**config.mk**
```make
export PLATFORM = sky130hd
export DESIGN_NAME = multicycle_control
export DESIGN_NICKNAME = d
export VERILOG_FILES = /design/src/rtl/multicycle_control.sv
export SDC_FILE = /design/constraint.sdc
export NUM_CORES = 1
export LEC_CHECK = 0
export BUFFER_PORTS_ARGS = -buffer_cell sky130_fd_sc_hd__buf_2
export CORE_MARGIN = 8
export CORE_UTILIZATION = 40
export DETAILED_ROUTE_END_ITERATION = 16
export GPL_ROUTABILITY_DRIVEN = 0
export GPL_TIMING_DRIVEN = 0
export PLACE_DENSITY = 0.67
export SETUP_SLACK_MARGIN = 0.02
export SYNTH_ARGS = -nofsm -noshare
export SYNTH_HDL_FRONTEND = slang
export SYNTH_SLANG_ARGS = --single-unit
```
**constraint.sdc**
```tcl
create_clock -name clk -period 3.2 [get_ports clk]
set_input_delay 0.8 -clock clk [delete_from_list [all_inputs] [get_ports clk]]
set_output_delay 0.8 -clock clk [all_outputs]
set_load 0.02 [all_outputs]
```
**src/rtl/multicycle_control.sv**
```systemverilog
// -----------------------------------------------------------------------------
// multicycle_control
//   Control FSM for a multicycle MIPS-style datapath. It sequences fetch,
//   decode, memory, ALU, branch and jump phases. Datapath controls are driven
//   combinationally from the current state and the instruction fields. A wait
//   counter bounds every memory handshake and reports a bus error when the
//   memory does not answer in time.
//
// Parameters
//   MEM_TIMEOUT  maximum wait cycles for mem_ready in a memory state (0 = off)
//
// Ports
//   clk, reset              clock, synchronous active-high reset
//   opcode, funct           IR[31:26], IR[5:0]
//   zero                    ALU zero flag
//   mem_ready               memory completes the current request this cycle
//   pc_we, ir_we, reg_we    write enables
//   mem_req, mem_we, iord   memory request / write / address select
//   ext_sel, alu_src_a      immediate extension / ALU A select
//   alu_src_b, pc_src       ALU B select / PC source select
//   reg_dst, mem_to_reg     register-file destination / write-data select
//   alu_op                  ALU operation
//   illegal, bus_error      single-cycle fault pulses
//   state                   current state code
// -----------------------------------------------------------------------------
module multicycle_control #(
  parameter int MEM_TIMEOUT = 15
) (
  input  logic       clk,
  input  logic       reset,
  input  logic [5:0] opcode,
  input  logic [5:0] funct,
  input  logic       zero,
  input  logic       mem_ready,
  output logic       pc_we,
  output logic       ir_we,
  output logic       reg_we,
  output logic       mem_req,
  output logic       mem_we,
  output logic       iord,
  output logic       ext_sel,
  output logic       alu_src_a,
  output logic [1:0] alu_src_b,
  output logic [1:0] pc_src,
  output logic [1:0] reg_dst,
  output logic [1:0] mem_to_reg,
  output logic [2:0] alu_op,
  output logic       illegal,
  output logic       bus_error,
  output logic [3:0] state
);

  localparam logic [3:0] S_FETCH  = 4'd0,  S_DECODE = 4'd1,  S_MEMADR = 4'd2,
                         S_MEMRD  = 4'd3,  S_MEMWB  = 4'd4,  S_MEMWR  = 4'd5,
                         S_REX    = 4'd6,  S_ALUWB  = 4'd7,  S_IEX    = 4'd8,
                         S_BRANCH = 4'd9,  S_JUMP   = 4'd10, S_JR     = 4'd11;

  localparam logic [5:0] OP_RTYPE = 6'b000000, OP_J    = 6'b000010,
                         OP_JAL   = 6'b000011, OP_BEQ  = 6'b000100,
                         OP_BNE   = 6'b000101, OP_ADDI = 6'b001000,
                         OP_ADDIU = 6'b001001, OP_SLTI = 6'b001010,
                         OP_ANDI  = 6'b001100, OP_ORI  = 6'b001101,
                         OP_LUI   = 6'b001111, OP_LW   = 6'b100011,
                         OP_SW    = 6'b101011;
  localparam logic [5:0] FN_JR    = 6'b001000;

  localparam logic [2:0] ALU_ADD = 3'b000, ALU_SUB = 3'b001, ALU_AND = 3'b010,
                         ALU_OR  = 3'b011, ALU_SLT = 3'b100, ALU_LUI = 3'b110,
                         ALU_FN  = 3'b111;

  localparam int CNT_W   = (MEM_TIMEOUT > 1) ? $clog2(MEM_TIMEOUT + 1) : 1;
  localparam int TO_LAST = (MEM_TIMEOUT > 0) ? MEM_TIMEOUT - 1 : 0;

  logic [3:0]       r_state;
  logic [3:0]       w_next;
  logic [CNT_W-1:0] r_cnt;
  logic [1:0]       r_reg_dst;
  logic             w_mem_state;
  logic             w_timeout;

  function automatic logic op_legal(input logic [5:0] op);
    case (op)
      OP_RTYPE, OP_J, OP_JAL, OP_BEQ, OP_BNE, OP_ADDI, OP_ADDIU, OP_SLTI,
      OP_ANDI, OP_ORI, OP_LUI, OP_LW, OP_SW: op_legal = 1'b1;
      default:                               op_legal = 1'b0;
    endcase
  endfunction

  assign w_mem_state = (r_state == S_FETCH) || (r_state == S_MEMRD) ||
                       (r_state == S_MEMWR);
  // The counter holds the number of cycles already waited, so the timeout
  // fires on the MEM_TIMEOUT-th consecutive cycle without mem_ready.
  assign w_timeout   = (MEM_TIMEOUT > 0) && w_mem_state && !mem_ready &&
                       (r_cnt == CNT_W'(TO_LAST));

  // State register, wait counter and latched destination
  always_ff @(posedge clk) begin
    if (reset) begin
      r_state   <= S_FETCH;
      r_cnt     <= '0;
      r_reg_dst <= 2'd0;
    end else begin
      r_state <= w_next;
      // Any state change (including timeout re-entry into FETCH) restarts the count.
      if (w_next != r_state || w_timeout || !w_mem_state) r_cnt <= '0;
      else                                                r_cnt <= r_cnt + 1'b1;
      if (r_state == S_REX)      r_reg_dst <= 2'd1;
      else if (r_state == S_IEX) r_reg_dst <= 2'd0;
    end
  end

  // Next-state logic
  always_comb begin
    w_next = S_FETCH;
    case (r_state)
      S_FETCH:  w_next = mem_ready ? S_DECODE : S_FETCH;
      S_DECODE: begin
        case (opcode)
          OP_RTYPE:                 w_next = (funct == FN_JR) ? S_JR : S_REX;
          OP_LW, OP_SW:             w_next = S_MEMADR;
          OP_BEQ, OP_BNE:           w_next = S_BRANCH;
          OP_ADDI, OP_ADDIU, OP_SLTI,
          OP_ANDI, OP_ORI, OP_LUI:  w_next = S_IEX;
          OP_J, OP_JAL:             w_next = S_JUMP;
          default:                  w_next = S_FETCH;
        endcase
      end
      S_MEMADR: w_next = (opcode == OP_LW) ? S_MEMRD : S_MEMWR;
      S_MEMRD:  w_next = mem_ready ? S_MEMWB : (w_timeout ? S_FETCH : S_MEMRD);
      S_MEMWR:  w_next = (mem_ready || w_timeout) ? S_FETCH : S_MEMWR;
      S_REX:    w_next = S_ALUWB;
      S_IEX:    w_next = S_ALUWB;
      default:  w_next = S_FETCH;
    endcase
  end

  // Output logic
  always_comb begin
    pc_we = 1'b0; ir_we = 1'b0; reg_we = 1'b0; mem_req = 1'b0; mem_we = 1'b0;
    iord = 1'b0; ext_sel = 1'b0; alu_src_a = 1'b0; alu_src_b = 2'd0;
    pc_src = 2'd0; reg_dst = 2'd0; mem_to_reg = 2'd0; alu_op = ALU_ADD;
    illegal = 1'b0; bus_error = w_timeout; state = r_state;
    case (r_state)
      S_FETCH: begin
        mem_req = !w_timeout;
        if (mem_ready) begin
          ir_we = 1'b1; pc_we = 1'b1; alu_src_b = 2'd1;
        end
      end
      S_DECODE: begin
        alu_src_b = 2'd3;
        illegal   = !op_legal(opcode);
      end
      S_MEMADR: begin
        alu_src_a = 1'b1; alu_src_b = 2'd2;
      end
      S_MEMRD: begin
        mem_req = !w_timeout; iord = 1'b1;
      end
      S_MEMWB: begin
        reg_we = 1'b1; mem_to_reg = 2'd1;
      end
      S_MEMWR: begin
        // An abandoned store must not write, so drop the request on timeout.
        mem_req = !w_timeout; mem_we = !w_timeout; iord = 1'b1;
      end
      S_REX: begin
        alu_src_a = 1'b1; alu_op = ALU_FN;
      end
      S_IEX: begin
        alu_src_a = 1'b1; alu_src_b = 2'd2;
        ext_sel   = (opcode == OP_ANDI) || (opcode == OP_ORI);
        case (opcode)
          OP_SLTI: alu_op = ALU_SLT;
          OP_ANDI: alu_op = ALU_AND;
          OP_ORI:  alu_op = ALU_OR;
          OP_LUI:  alu_op = ALU_LUI;
          default: alu_op = ALU_ADD;
        endcase
      end
      S_ALUWB: begin
        reg_we = 1'b1; reg_dst = r_reg_dst;
      end
      S_BRANCH: begin
        alu_src_a = 1'b1; alu_op = ALU_SUB; pc_src = 2'd1;
        pc_we     = (opcode == OP_BNE) ? !zero : zero;
      end
      S_JUMP: begin
        pc_src = 2'd2; pc_we = 1'b1;
        if (opcode == OP_JAL) begin
          reg_we = 1'b1; reg_dst = 2'd2; mem_to_reg = 2'd2;
        end
      end
      S_JR: begin
        pc_src = 2'd3; pc_we = 1'b1;
      end
      default: ;
    endcase
    // Reset silences every output, whatever state the register holds.
    if (reset) begin
      pc_we = 1'b0; ir_we = 1'b0; reg_we = 1'b0; mem_req = 1'b0; mem_we = 1'b0;
      iord = 1'b0; ext_sel = 1'b0; alu_src_a = 1'b0; alu_src_b = 2'd0;
      pc_src = 2'd0; reg_dst = 2'd0; mem_to_reg = 2'd0; alu_op = ALU_ADD;
      illegal = 1'b0; bus_error = 1'b0; state = S_FETCH;
    end
  end

endmodule
```
Yosys cells after proc, flatten, opt, wreduce, memory -nomap -nowiden. Memory sizes are Yosys's and may differ from the RTL's. Cells that the tools add are included.

ROM bits: 64. Memories kept: 1. Word-level logic and storage cells: 106. Output and inout bits: 25. Register bits after elaboration: 9. Input port bits: 16.

Equality and inequality tests: 26. Reduce and logical (&&, ||, !) cells: 28. Add/sub/neg operators: 1. Mux-type cells: 47.

Memory list: (name not given) (depth 64, width 1, read ports 1, clocked after Yosys merged registers in 0, write ports 0, line 82) `case (op)`.

Operator list (count): 6-bit by 4-bit == test with 1-bit output (second input constant) (7); 1-bit two-way mux (25); 4-bit case mux with 6 select lines (1); 4-bit == test (second input constant) (5); 4-bit case mux with 5 select lines (1); 2-bit OR reduction (9); 4-bit by 3-bit == test with 1-bit output (second input constant) (4); 6-bit by 2-bit == test with 1-bit output (second input constant) (2); 6-bit by 3-bit == test with 1-bit output (second input constant) (2); 6-bit == test (second input constant) (2); 2-bit two-way mux (6); 3-bit two-way mux (4); 2-bit case mux with 3 select lines (2); 3-bit case mux with 4 select lines (1); 3-bit case mux with 3 select lines (1); 4-bit by 2-bit == test with 1-bit output (second input constant) (2); 4-bit two-way mux (2); 2-bit case mux with 2 select lines (2); 6-bit logical NOT (1); 1-bit logical OR (6); 6-bit OR reduction (1); 1-bit logical NOT (5); 4-bit by 1-bit adder with 4-bit output (second input constant) (1); 4-bit by 1-bit == test with 1-bit output (second input constant) (1); 8 further kinds (9).

Depth between registers and ports, before layout. Gate-level depths: netlist (run 1).

Depth after elaboration: 12. Mapped depth: 6.

Worst setup path after synthesis (run 1). OpenSTA, ideal clock, no wires.

Kind: input to output. From: input opcode[5]. To: output alu_op[0]. Data required time: 2.400 ns. Cell stages on the path: 4. Path slack: 0.205 ns. Data arrival time: 2.195 ns. Cells stage by stage: nor2_1 > nand4_1 > nor4_1 > o2bb2ai_1.

Cells in the longest elaborated chain, start to end: 4.

RTL lines: from (decl) (line 31) `input logic [5:0] opcode,`; 6-bit by 4-bit == test with 1-bit output (line 173) `case (opcode)`; 3-bit case mux with 4 select lines (*) (line 173); 3-bit case mux with 3 select lines (*) (line 143) `case (r_state)`; 3-bit two-way mux (*) (line 200) `if (reset) begin`; to (decl) (line 47) `output logic [2:0] alu_op,`.

Mark *: on every way between the ends. The rest lies on a longest branch, timed or not.

Worst setup path in the final report (run 1).
From: input opcode[0]. To: output pc_we.

Cells in the longest elaborated chain, start to end: 4.

RTL lines: 6-bit by 3-bit == test with 1-bit output (line 186) `pc_we = (opcode == OP_BNE) ? !zero : zero;`; 1-bit two-way mux (line 186); 1-bit case mux with 3 select lines (line 143); 1-bit two-way mux (line 200); to (decl) (line 35) `output logic pc_we,`.

Every way passes these cells.

==> results of run 1 <==
layout make-up:
type	instances	area, µm²	share of cell area [%]
inverters	5	18.8	1.37
plain buffers	15	76.3	5.57
clock inverters	1	5.00	0.365
well taps	31	38.8	2.83
clock buffers	3	22.5	1.64
flip-flops and latches	9	180	13.2
repair buffers	36	180	13.2
multi-input cells	127	848	61.9
critical path, cell delays in order:
cell and delay, ns:
buf_2 0.12, clkbuf_1 0.31, nand4_1 0.18, xor2_1 0.17, o41ai_1 0.27, buf_2 0.23
where the power goes:
group          switching [mW]  internal [mW]
Sequential            0.00207          0.115
Clock                  0.0457         0.0463
Combinational          0.0685         0.0397
Total                   0.116          0.201
per-layer routing:
layer,vias to the layer above,track usage [%]
met5,-,0
met4,0,5.01
met3,5,2.00
met2,45,23.1
met1,603,17.0
li1,647,-
cells by family after synthesis:
| family | after synthesis | share of synthesized area (%) |
|---|---|---|
| adders and majority gates | 2 | 2.23 |
| and+or+nand+nor | 80 | 42.2 |
| AOI/OAI and AO/OA | 36 | 23.9 |
| DFF | 9 | 16.0 |
| xor gates and xnor gates | 8 | 6.24 |
| muxes | 1 | 0.891 |
| buffers and inverters | 20 | 8.46 |
placed cells by master, fill, tap and decap left out, types with 3 or more instances in the layout:
cell type | synthesis | routed
a211oi_1 | 3 | 3
nand2_1 | 10 | 10
o31ai_1 | 3 | 3
dfxtp_1 | 9 | 9
clkbuf_1 | 8 | 8
nor2b_1 | 6 | 6
o21ai_0 | 6 | 6
inv_1 | 5 | 5
nand4_1 | 5 | 5
nor3_1 | 15 | 15
nand2b_1 | 7 | 7
buf_2 | 4 | 40
xor2_1 | 4 | 4
xnor2_1 | 4 | 4
a21oi_1 | 7 | 7
nor2_1 | 17 | 17
clkbuf_4 | 0 | 3
cells in the mapped netlist (2+ instances only):
master and number:
nor2_1 17, nor3_1 15, nand2_1 10, dfxtp_1 9, clkbuf_1 8, a21oi_1 7, nand2b_1 7, nor2b_1 6
o21ai_0 6, inv_1 5, nand4_1 5, buf_2 4, xnor2_1 4, xor2_1 4, a211oi_1 3, o31ai_1 3
and2_1 2, and4b_1 2, buf_4 2, ha_1 2, nand3_1 2, nand3b_1 2, nor4b_1 2, o21a_1 2
o311ai_0 2, or4b_4 2
sequential cells by signal, summed over array words and instances, names as in the netlist:
signal,count
r_state,4
r_reg_dst,1
r_cnt,4
through the flow:
step,cell area (µm²),total power [mW],util [%],hold slack [ns]
final,1370,0.317,50.6,0.485
after global routing,1370,0.335,50.6,0.517
after CTS,1370,0.320,50.6,0.494
after detailed placement,1340,0.227,49.5,0.484
after global placement,1340,0.226,49.5,0.467
after floorplan,1120,0.195,-,0.456
final timing paths:
check	end	cells past startpoint
max reg2reg	r_state[1]$_SDFF_PP0_	5
min reg2reg	r_cnt[0]$_SDFF_PP0_	1
max	pc_we	6
min	r_cnt[0]$_SDFF_PP0_	1
==> summary.md, run 1 <==
| Metric | Value |
|---|---|
| Outcome | complete, no violations |
| Fmax | 346 MHz |
| Slew HR | 66.2% |
| Hold Path Origin | r_cnt[0]$_SDFF_PP0_ |
| Cell Area, Synth | 1120 µm² |
| DRC | 0 |
| Final setup violating endpoints | 0 |
| Register area share after synthesis | 16.0% |
| Post-Route Skew | 0.00209 ns |
| Synth Register Bits | 9 |
| RSZ-0062 raised after global routing | no |
| Global Route Usage Sum | 13.7% |
| Tmin final | 2.89 ns |
| Clock Sinks | 9 |
| Post-route worst setup slack | 0.307 ns |
| Clock latency on the worst-skew pair | 0.27 ns |
| Post-place setup slack | 0.313 ns |
| Layout cell share with drive strength beyond 1 | 29.1% |
| CTS tree | done |
| Met1 Wirelength | 1510 µm |
| Setup Crit Path Kind | input pin to output port |
| CP Data Required Time | 2.40 ns |
| Largest net degree at the start of global routing | 11 |
| Final Max Slew Viols | 0 |
| Antenna violations before repair | 0 |
| Share of the synthesized area in the top cell type | 16.0% |
| Final WL | 3330 µm |
| First-pass GRT wire length | 5910 µm |
| Total congestion overflow | 0 |
| Post-CTS Resized | 0 |
| Worst Setup End Kind | output port |
| Placed Instances | 223 |
| Initial cell density of the core | 41.5% |
| Top post-synthesis cells by area | dfxtp_1, nor3_1, nor2_1 |
| Tcrit/Tclk final | 90.4% |
| Max Fanout on Critical Path | 10 |
| Max cap viols | 0 |
| Pre-antenna DRT Iters | 4 |
| Core area | 2710 µm² |
| Num rows | 19 |
| Uppermost routed layer | met4 |
| Die Area | 4760 µm² |
| Worst-margin pin slew | 0.508 ns |
| Port bufs | 36 |
| Via Count | 1,300 |
| TritonCTS Buffers | 3 |
| Antenna viol nets, final | 0 |
| Syn-to-layout area delta | 21.9% |
| Crit path from | opcode[0] |
| Die height | 69 µm |
| Data arrival, critical path | 2.09 ns |
| CP startpoint kind | input pin |
| Most used DFF post-synth | dfxtp_1 |
| Final Hold Vio Count | 0 |
| Setup TNS | 0 ns |
| Final std cells w/o fill | 227 |
| Syn Inst Count | 156 |
| WL/cell | 14.7 µm |
| Post-synth EDFFs | 0 |
| Final-layout fill cell count | 296 |
| WL met3 | 179 µm |
| Initial DRC Count | 126 |
| Critical R2R Launch | r_state[0]$_SDFF_PP0_ |
| Ports | 41 |
| Worst Hold Class | flip-flop to flip-flop |
| Syn avg cell area | 7.20 µm² |
| Lkg Pwr | 0.608 nW |
| Syn Nets | 174 |
| YS warnings | 0 |
| Post-synth ARST share | 0% |
| Clock H-tree levels | 1 |
| Number of global-route vias before repair | 1,292 |
| HPWL Detailed | 2660 µm |
| Postcts setup bufs | 0 |
| CTS root buf | clkbuf_4 |
| R2R Setup Slk | 1.63 ns |
| Met2 wire len | 1600 µm |
| Netlist cell types | 49 |
| Vias per cell | 5.73 |
| Maximum root-to-sink buffer count | 2 |
| Horiz. Die Dim | 69 µm |
| # diodes | 0 |
| Peak VDD IR | 132 µV |
| Cts hold-fix bufs | 0 |
| Post-layout net count | 215 |
| Reg clk slew, reported paths | 0.07 ns |
| Pwr per Cell Area | 232 nW/µm² |
| Largest area contributor in the netlist | dfxtp_1 |
No activity file was read; power rests on OpenSTA's default activity.
==> run 2, diff against run 1 <==
--- a/config.mk
+++ b/config.mk
@@ -6,6 +6,7 @@
 export NUM_CORES = 1
 export LEC_CHECK = 0
 export BUFFER_PORTS_ARGS = -buffer_cell sky130_fd_sc_hd__buf_2
+export CORE_ASPECT_RATIO = 0.5
 export CORE_MARGIN = 8
 export CORE_UTILIZATION = 40
 export DETAILED_ROUTE_END_ITERATION = 16
==> run 2 against run 1 <==
Effect of this change: via count rose by 2.5%; critical endpoint is now alu_op[2]; cell area up 1.9%; first-iteration DRC count rose by 37%; count of clock-buffer cells in the layout is the same; highest routed layer unchanged.
==> summary.md, run 2 (synthesis gave the netlist of run 1 again) <==
| Metric | Value |
|---|---|
| Setup TNS | 0 ns (unchanged) |
| Final WL | 3530 µm (+5.9%) |
| Data arrival, critical path | 2.08 ns (about the same) |
| Post-Route Utilization | 53.0% (+2.4 points) |
| Setup Crit Path Kind | input pin to output port |
| Placed Instances | 229 (+2.7%) |
| Tcrit/Tclk final | 90.0% (-0.39 points) |
| Most frequent cells in the layout | buf_2, nor2_1, nor3_1 |
| Tot Pwr | 0.369 mW (+16%) |
| Outcome | complete, no violations |
| Antenna viol nets, final | 0 (unchanged) |
| HPWL Detailed | 2770 µm (+4.1%) |
| Post-layout net count | 215 (unchanged) |
| WHS Path Cells | 1 (unchanged) |
| Tmin final | 2.88 ns (-0.0126 ns) |
| DRC | 0 (unchanged) |
| R2r worst-path depth | 4 (-1) |
| Pwr per Cell Area | 264 nW/µm² (+14%) |
| Slew HR | 66.6% (+0.42 points) |
| Final setup violating endpoints | 0 (unchanged) |
| Peak VDD IR | 156 µV (+18%) |
| Clock H-tree levels | 1 (unchanged) |
| CTS root buf | clkbuf_8 |
| Register area | 180 µm² (unchanged) |
| Maximum root-to-sink buffer count | 2 (unchanged) |
| Horiz. Die Dim | 91.0 µm (+32%) |
| Layout cell share with drive strength beyond 1 | 29.1% (unchanged) |
| CTS tree | done |
| R2R Setup Slk | 1.55 ns (-0.08 ns) |
| Final-layout fill cell count | 263 (-11%) |
| Fmax | 347 MHz (+0.44%) |
| Post-place setup slack | 0.315 ns (+0.00201 ns) |
| Die Area | 4860 µm² (+2.2%) |
| Max cap viols | 0 (unchanged) |
| Final std cells w/o fill | 233 (+2.6%) |
| Antenna violations before repair | 0 (unchanged) |
| Family with the most delay on the worst path | buffers and inverters |
| Initial cell density of the core | 42.6% (+1.2 points) |
| Most common cell after layout, fill and taps aside | buf_2 |
| Worst-path cell chain | buf_2 -> clkbuf_1 -> nor2b_1 -> nor3_1 -> nand4_1 -> a211oi_1 -> buf_2 |
| Global Route Usage Sum | 14.3% (+0.64 points) |
| Worst Hold Class | flip-flop to flip-flop |
| Ports | 41 (unchanged) |
| CP max stage delay | 0.25 ns (-0.06 ns) |
| Clock Sinks | 9 (unchanged) |
| Num rows | 13 (-6) |
| Post-Route Skew | 0.00514 ns (+0.00305 ns) |
| Post-route worst setup slack | 0.319 ns (+0.0126 ns) |
| Largest net degree at the start of global routing | 11 (unchanged) |
| Worst-margin pin slew | 0.495 ns (-0.0126 ns) |
| TritonCTS Buffers | 3 (unchanged) |
| Max Fanout on Critical Path | 10 (unchanged) |
| WL/cell | 15.2 µm (+3.2%) |
| Post-CTS Resized | 0 (unchanged) |
| CP Data Required Time | 2.40 ns (about the same) |
| Cts hold-fix bufs | 0 (unchanged) |
| Slowest-stage cell, CP | a211oi_1 |
| Port bufs | 36 (unchanged) |
| Pre-antenna DRT Iters | 4 (unchanged) |
| Core area | 2640 µm² (-2.8%) |
| # diodes | 0 (unchanged) |
| Hold EP | r_cnt[0]$_SDFF_PP0_ |
| Final Hold Vio Count | 0 (unchanged) |
| CP startpoint kind | input pin |
| Most used cell, CP | buf_2 |
| Vias per cell | 5.72 (-0.10%) |
| First-pass GRT wire length | 5600 µm (-5.1%) |
| Postcts setup bufs | 0 (unchanged) |
| Total congestion overflow | 0 (unchanged) |
| Final Max Slew Viols | 0 (unchanged) |
| Top flop regs | r_cnt: 4 flops, r_state: 4 flops, r_reg_dst: 1 flops |
| Clock latency on the worst-skew pair | 0.24 ns (-0.03 ns) |
| Syn-to-layout area delta | 24.3% |
| Number of global-route vias before repair | 1,160 (-10%) |
| Multi-input logic area | 848 µm² (unchanged) |
| Via Count | 1,333 (+2.5%) |
| Initial DRC Count | 173 (+37%) |
| Lkg Pwr | 0.616 nW (+1.3%) |
| Die height | 53.5 µm (-22%) |
| Critical R2R Launch | r_state[0]$_SDFF_PP0_ |
| Hold Path Origin | r_cnt[0]$_SDFF_PP0_ |
| Reg clk slew, reported paths | 0.05 ns (-0.02 ns) |
| Worst path buffer plus inverter count | 3 (unchanged) |
| Worst Setup End Kind | output port |
| RSZ-0062 raised after global routing | no |
| Reg2reg end | r_state[2]$_SDFF_PP0_ |
-- run 2: cell types whose count changed in the layout (fill, tap and decap cells not counted) --
cell / change
clkbuf_8: +3
clkbuf_4: -3
-- run 2: layout make-up --
type / count / share of cell area, %
Buffer: 15 / 5.47
Clock buffer: 3 / 2.96
Clock inverter: 1 / 0.358
Inverter: 5 / 1.34
Multi-Input combinational cell: 127 / 60.8
Sequential cell: 9 / 12.9
Tap cell: 37 / 3.32
Timing Repair Buffer: 36 / 12.9
-- run 2: how the worst max path moves through the flow --
stage	startpoint	cells past startpoint	slack [ns]	to
6_report	opcode[0]	7	0.32	alu_op[2]
5_1_grt	opcode[0]	7	0.16	alu_op[2]
4_1_cts	opcode[0]	7	0.32	alu_op[2]
3_5_place_dp	opcode[0]	7	0.32	alu_op[2]
3_3_place_gp	opcode[0]	7	0.34	alu_op[2]
2_1_floorplan	opcode[5]	4	0.21	alu_op[0]
-- run 2: power breakdown --
part           internal (mW)  switching [mW]
clock network         0.0858          0.0558
logic                 0.0399          0.0701
registers              0.115         0.00223
-- run 2: per-layer routing --
layer / vias up / track usage (%) / share of wire, %
met2: 69 / 21.8 / 41
met5: - / 0 / 0
met1: 610 / 18.7 / 47
met4: 0 / 3.49 / 0.88
met3: 5 / 5.35 / 11
li1: 649 / - / -
-- run 2: stage by stage --
| step | hold WS, ns | instance area (µm²) |
|---|---|---|
| after floorplan | 0.456 | 1120 |
| after global placement | 0.483 | 1350 |
| after detailed placement | 0.482 | 1350 |
| after CTS | 0.494 | 1400 |
| after global routing | 0.523 | 1400 |
| final | 0.493 | 1400 |
==> run 3, diff against run 2 <==
--- a/config.mk
+++ b/config.mk
@@ -5,14 +5,14 @@
 export SDC_FILE = /design/constraint.sdc
 export NUM_CORES = 1
 export LEC_CHECK = 0
-export BUFFER_PORTS_ARGS = -buffer_cell sky130_fd_sc_hd__buf_2
+export ABC_CLOCK_PERIOD_IN_PS = 3200
 export CORE_ASPECT_RATIO = 0.5
 export CORE_MARGIN = 8
 export CORE_UTILIZATION = 40
 export DETAILED_ROUTE_END_ITERATION = 16
+export DONT_BUFFER_PORTS = 1
 export GPL_ROUTABILITY_DRIVEN = 0
 export GPL_TIMING_DRIVEN = 0
-export PLACE_DENSITY = 0.67
 export SETUP_SLACK_MARGIN = 0.02
 export SYNTH_ARGS = -nofsm -noshare
 export SYNTH_HDL_FRONTEND = slang
==> run 3 against run 2 <==
Effect of this change: critical path depth shrank 3; wire length fell by 2.3%; global-route usage down 0.41 points; largest power group unchanged.
==> summary.md, run 3 (synthesis gave the netlist of run 1 again) <==
| Metric | Value |
|---|---|
| Outcome | complete, no violations |
| Initial cell density of the core | 42.6% (unchanged) |
| Total congestion overflow | 0 (unchanged) |
| Antenna violations before repair | 0 (unchanged) |
| Num rows | 13 (unchanged) |
| CP startpoint kind | flip-flop |
| CTS tree | done |
| Vias per cell | 6.02 (+5.1%) |
| Pwr per Cell Area | 284 nW/µm² (+7.4%) |
| Max Fanout on Critical Path | 10 (unchanged) |
| Maximum root-to-sink buffer count | 2 (unchanged) |
| Post-place setup slack | -0.0105 ns (-0.326 ns) |
| Clock latency on the worst-skew pair | 0.24 ns (about the same) |
| Global Route Usage Sum | 13.9% (-0.41 points) |
| Tcrit/Tclk final | 96.6% (+6.6 points) |
| Worst-path cell chain | buf_4 -> clkbuf_1 -> nand2_1 -> o41ai_1 |
| Setup Crit Path Kind | flip-flop to output port |
| RSZ-0062 raised after global routing | no |
| DRC | 0 (unchanged) |
| Top flop regs | r_cnt: 4 flops, r_state: 4 flops, r_reg_dst: 1 flops |
| WL/cell | 17.5 µm (+16%) |
| Port bufs | 0 (-100%) |
| CTS root buf | clkbuf_8 |
| Post-layout net count | 179 (-17%) |
| Reg clk slew, reported paths | 0.05 ns (about the same) |
| Via Count | 1,185 (-11%) |
| Die Area | 4860 µm² (unchanged) |
| NetSw | 0.114 mW (-11%) |
| Largest net degree at the start of global routing | 11 (unchanged) |
| Initial DRC Count | 77 (-55%) |
| Fmax | 324 MHz (-6.8%) |
| Final Hold Vio Count | 0 (unchanged) |
| TritonCTS Buffers | 3 (unchanged) |
| # diodes | 0 (unchanged) |
| Seq pwr share | 33.8% (+1.9 points) |
| Peak VDD IR | 179 µV (+15%) |
| Clock Sinks | 9 (unchanged) |
| Post-Route Skew | 0.00522 ns (+0.0000799 ns) |
| Clock H-tree levels | 1 (unchanged) |
| Die height | 53.5 µm (unchanged) |
| Pre-antenna DRT Iters | 4 (unchanged) |
| Ports | 41 (unchanged) |
| Slowest-stage cell, CP | o41ai_1 |
| Layout cell share with drive strength beyond 1 | 14.4% (-15 points) |
| Slew HR | 32.2% (-34 points) |
| Most common cell after layout, fill and taps aside | nor2_1 |
| Most frequent cells in the layout | nor2_1, nor3_1, nand2_1 |
| Final Max Slew Viols | 0 (unchanged) |
| Tmin final | 3.09 ns (+0.210 ns) |
| Core area | 2640 µm² (unchanged) |
| Setup TNS | 0 ns (unchanged) |
| Gate power share | 27.0% (-2.8 points) |
| Worst Hold Class | flip-flop to flip-flop |
| Final WL | 3450 µm (-2.3%) |
| Syn-to-layout area delta | 9.02% |
| Post-route worst setup slack | 0.109 ns (-0.210 ns) |
| Data arrival, critical path | 2.29 ns (+0.21 ns) |
| Lkg Pwr | 0.435 nW (-29%) |
| HPWL Detailed | 2650 µm (-4.4%) |
| First-pass GRT wire length | 5400 µm (-3.6%) |
| Worst-margin pin slew | 1.00 ns (+0.509 ns) |
| Antenna viol nets, final | 0 (unchanged) |
| Cts hold-fix bufs | 0 (unchanged) |
| Number of global-route vias before repair | 1,066 (-8.1%) |
| Placed Instances | 193 (-16%) |
| Max cap viols | 0 (unchanged) |
| Final std cells w/o fill | 197 (-15%) |
| CP max stage delay | 0.95 ns (+0.70 ns) |
| Worst Setup End Kind | output port |
| Internal Power | 0.233 mW (-3.1%) |
| Post-Route Utilization | 46.5% (-6.5 points) |
| Horiz. Die Dim | 91.0 µm (unchanged) |
| Final setup violating endpoints | 0 (unchanged) |
| Clk pwr share | 39.2% (+0.8 points) |
| Sw Share | 32.9% (-1.8 points) |
| CP Data Required Time | 2.40 ns (about the same) |
## run 3: final timing paths
check                                           end             startpoint  depth (start not counted)  slack, ns
worst min-delay path            r_cnt[0]$_SDFF_PP0_    r_cnt[0]$_SDFF_PP0_                          1       0.49
worst max register to register  r_cnt[3]$_SDFF_PP0_  r_state[2]$_SDFF_PP0_                          5       1.59
worst min register to register  r_cnt[0]$_SDFF_PP0_    r_cnt[0]$_SDFF_PP0_                          1       0.49
worst max-delay path                          pc_we  r_state[0]$_SDFF_PP0_                          4       0.11
## run 3: metrics by stage
step                hold WS, ns  cell area, µm²  total power [mW]
finish                    0.488            1220             0.348
global route              0.513            1220             0.364
CTS                       0.492            1220             0.347
detailed placement        0.485            1170             0.212
global placement          0.476            1170             0.212
floorplan                 0.456            1120             0.195
## run 3: repair_timing
item                                   CTS  global route
buffers inserted                         0             0
endpoints found under the hold margin    0             0
resized for setup                        1             2
gates cloned                             0             0
setup endpoints to repair                1             2
## run 3: power groups by stage
stage	Sequential, mW	Clock (mW)	Combinational [mW]
floorplan	0.119	0	0.0757
global placement	0.120	0	0.0923
detailed placement	0.120	0	0.0925
CTS	0.118	0.136	0.0933
global route	0.118	0.144	0.102
finish	0.118	0.136	0.0940
## run 3: layout make-up
class,count,area [µm²]
fillers,288,1410
multi-input cells,127,858
flip-flops and latches,9,180
plain buffers,15,76.3
well taps,37,46.3
clock buffers,4,45.0
inverters,5,18.8
## run 3: worst max-delay path: cells and delay by family, from the launching register on
family | cells | cell delay [ns]
flops | 1 | 0.31
compound gates | 1 | 0.95
simple gates | 1 | 0.23
buf+inv | 2 | 0.57
## run 3: per-layer routing
layer	global-route usage (%)	vias to the layer above	share of wire, %
met1	18.0	552	47
met5	0	-	0
li1	-	582	-
met4	3.49	0	0.84
met2	22.3	49	44
met3	4.23	2	8.0
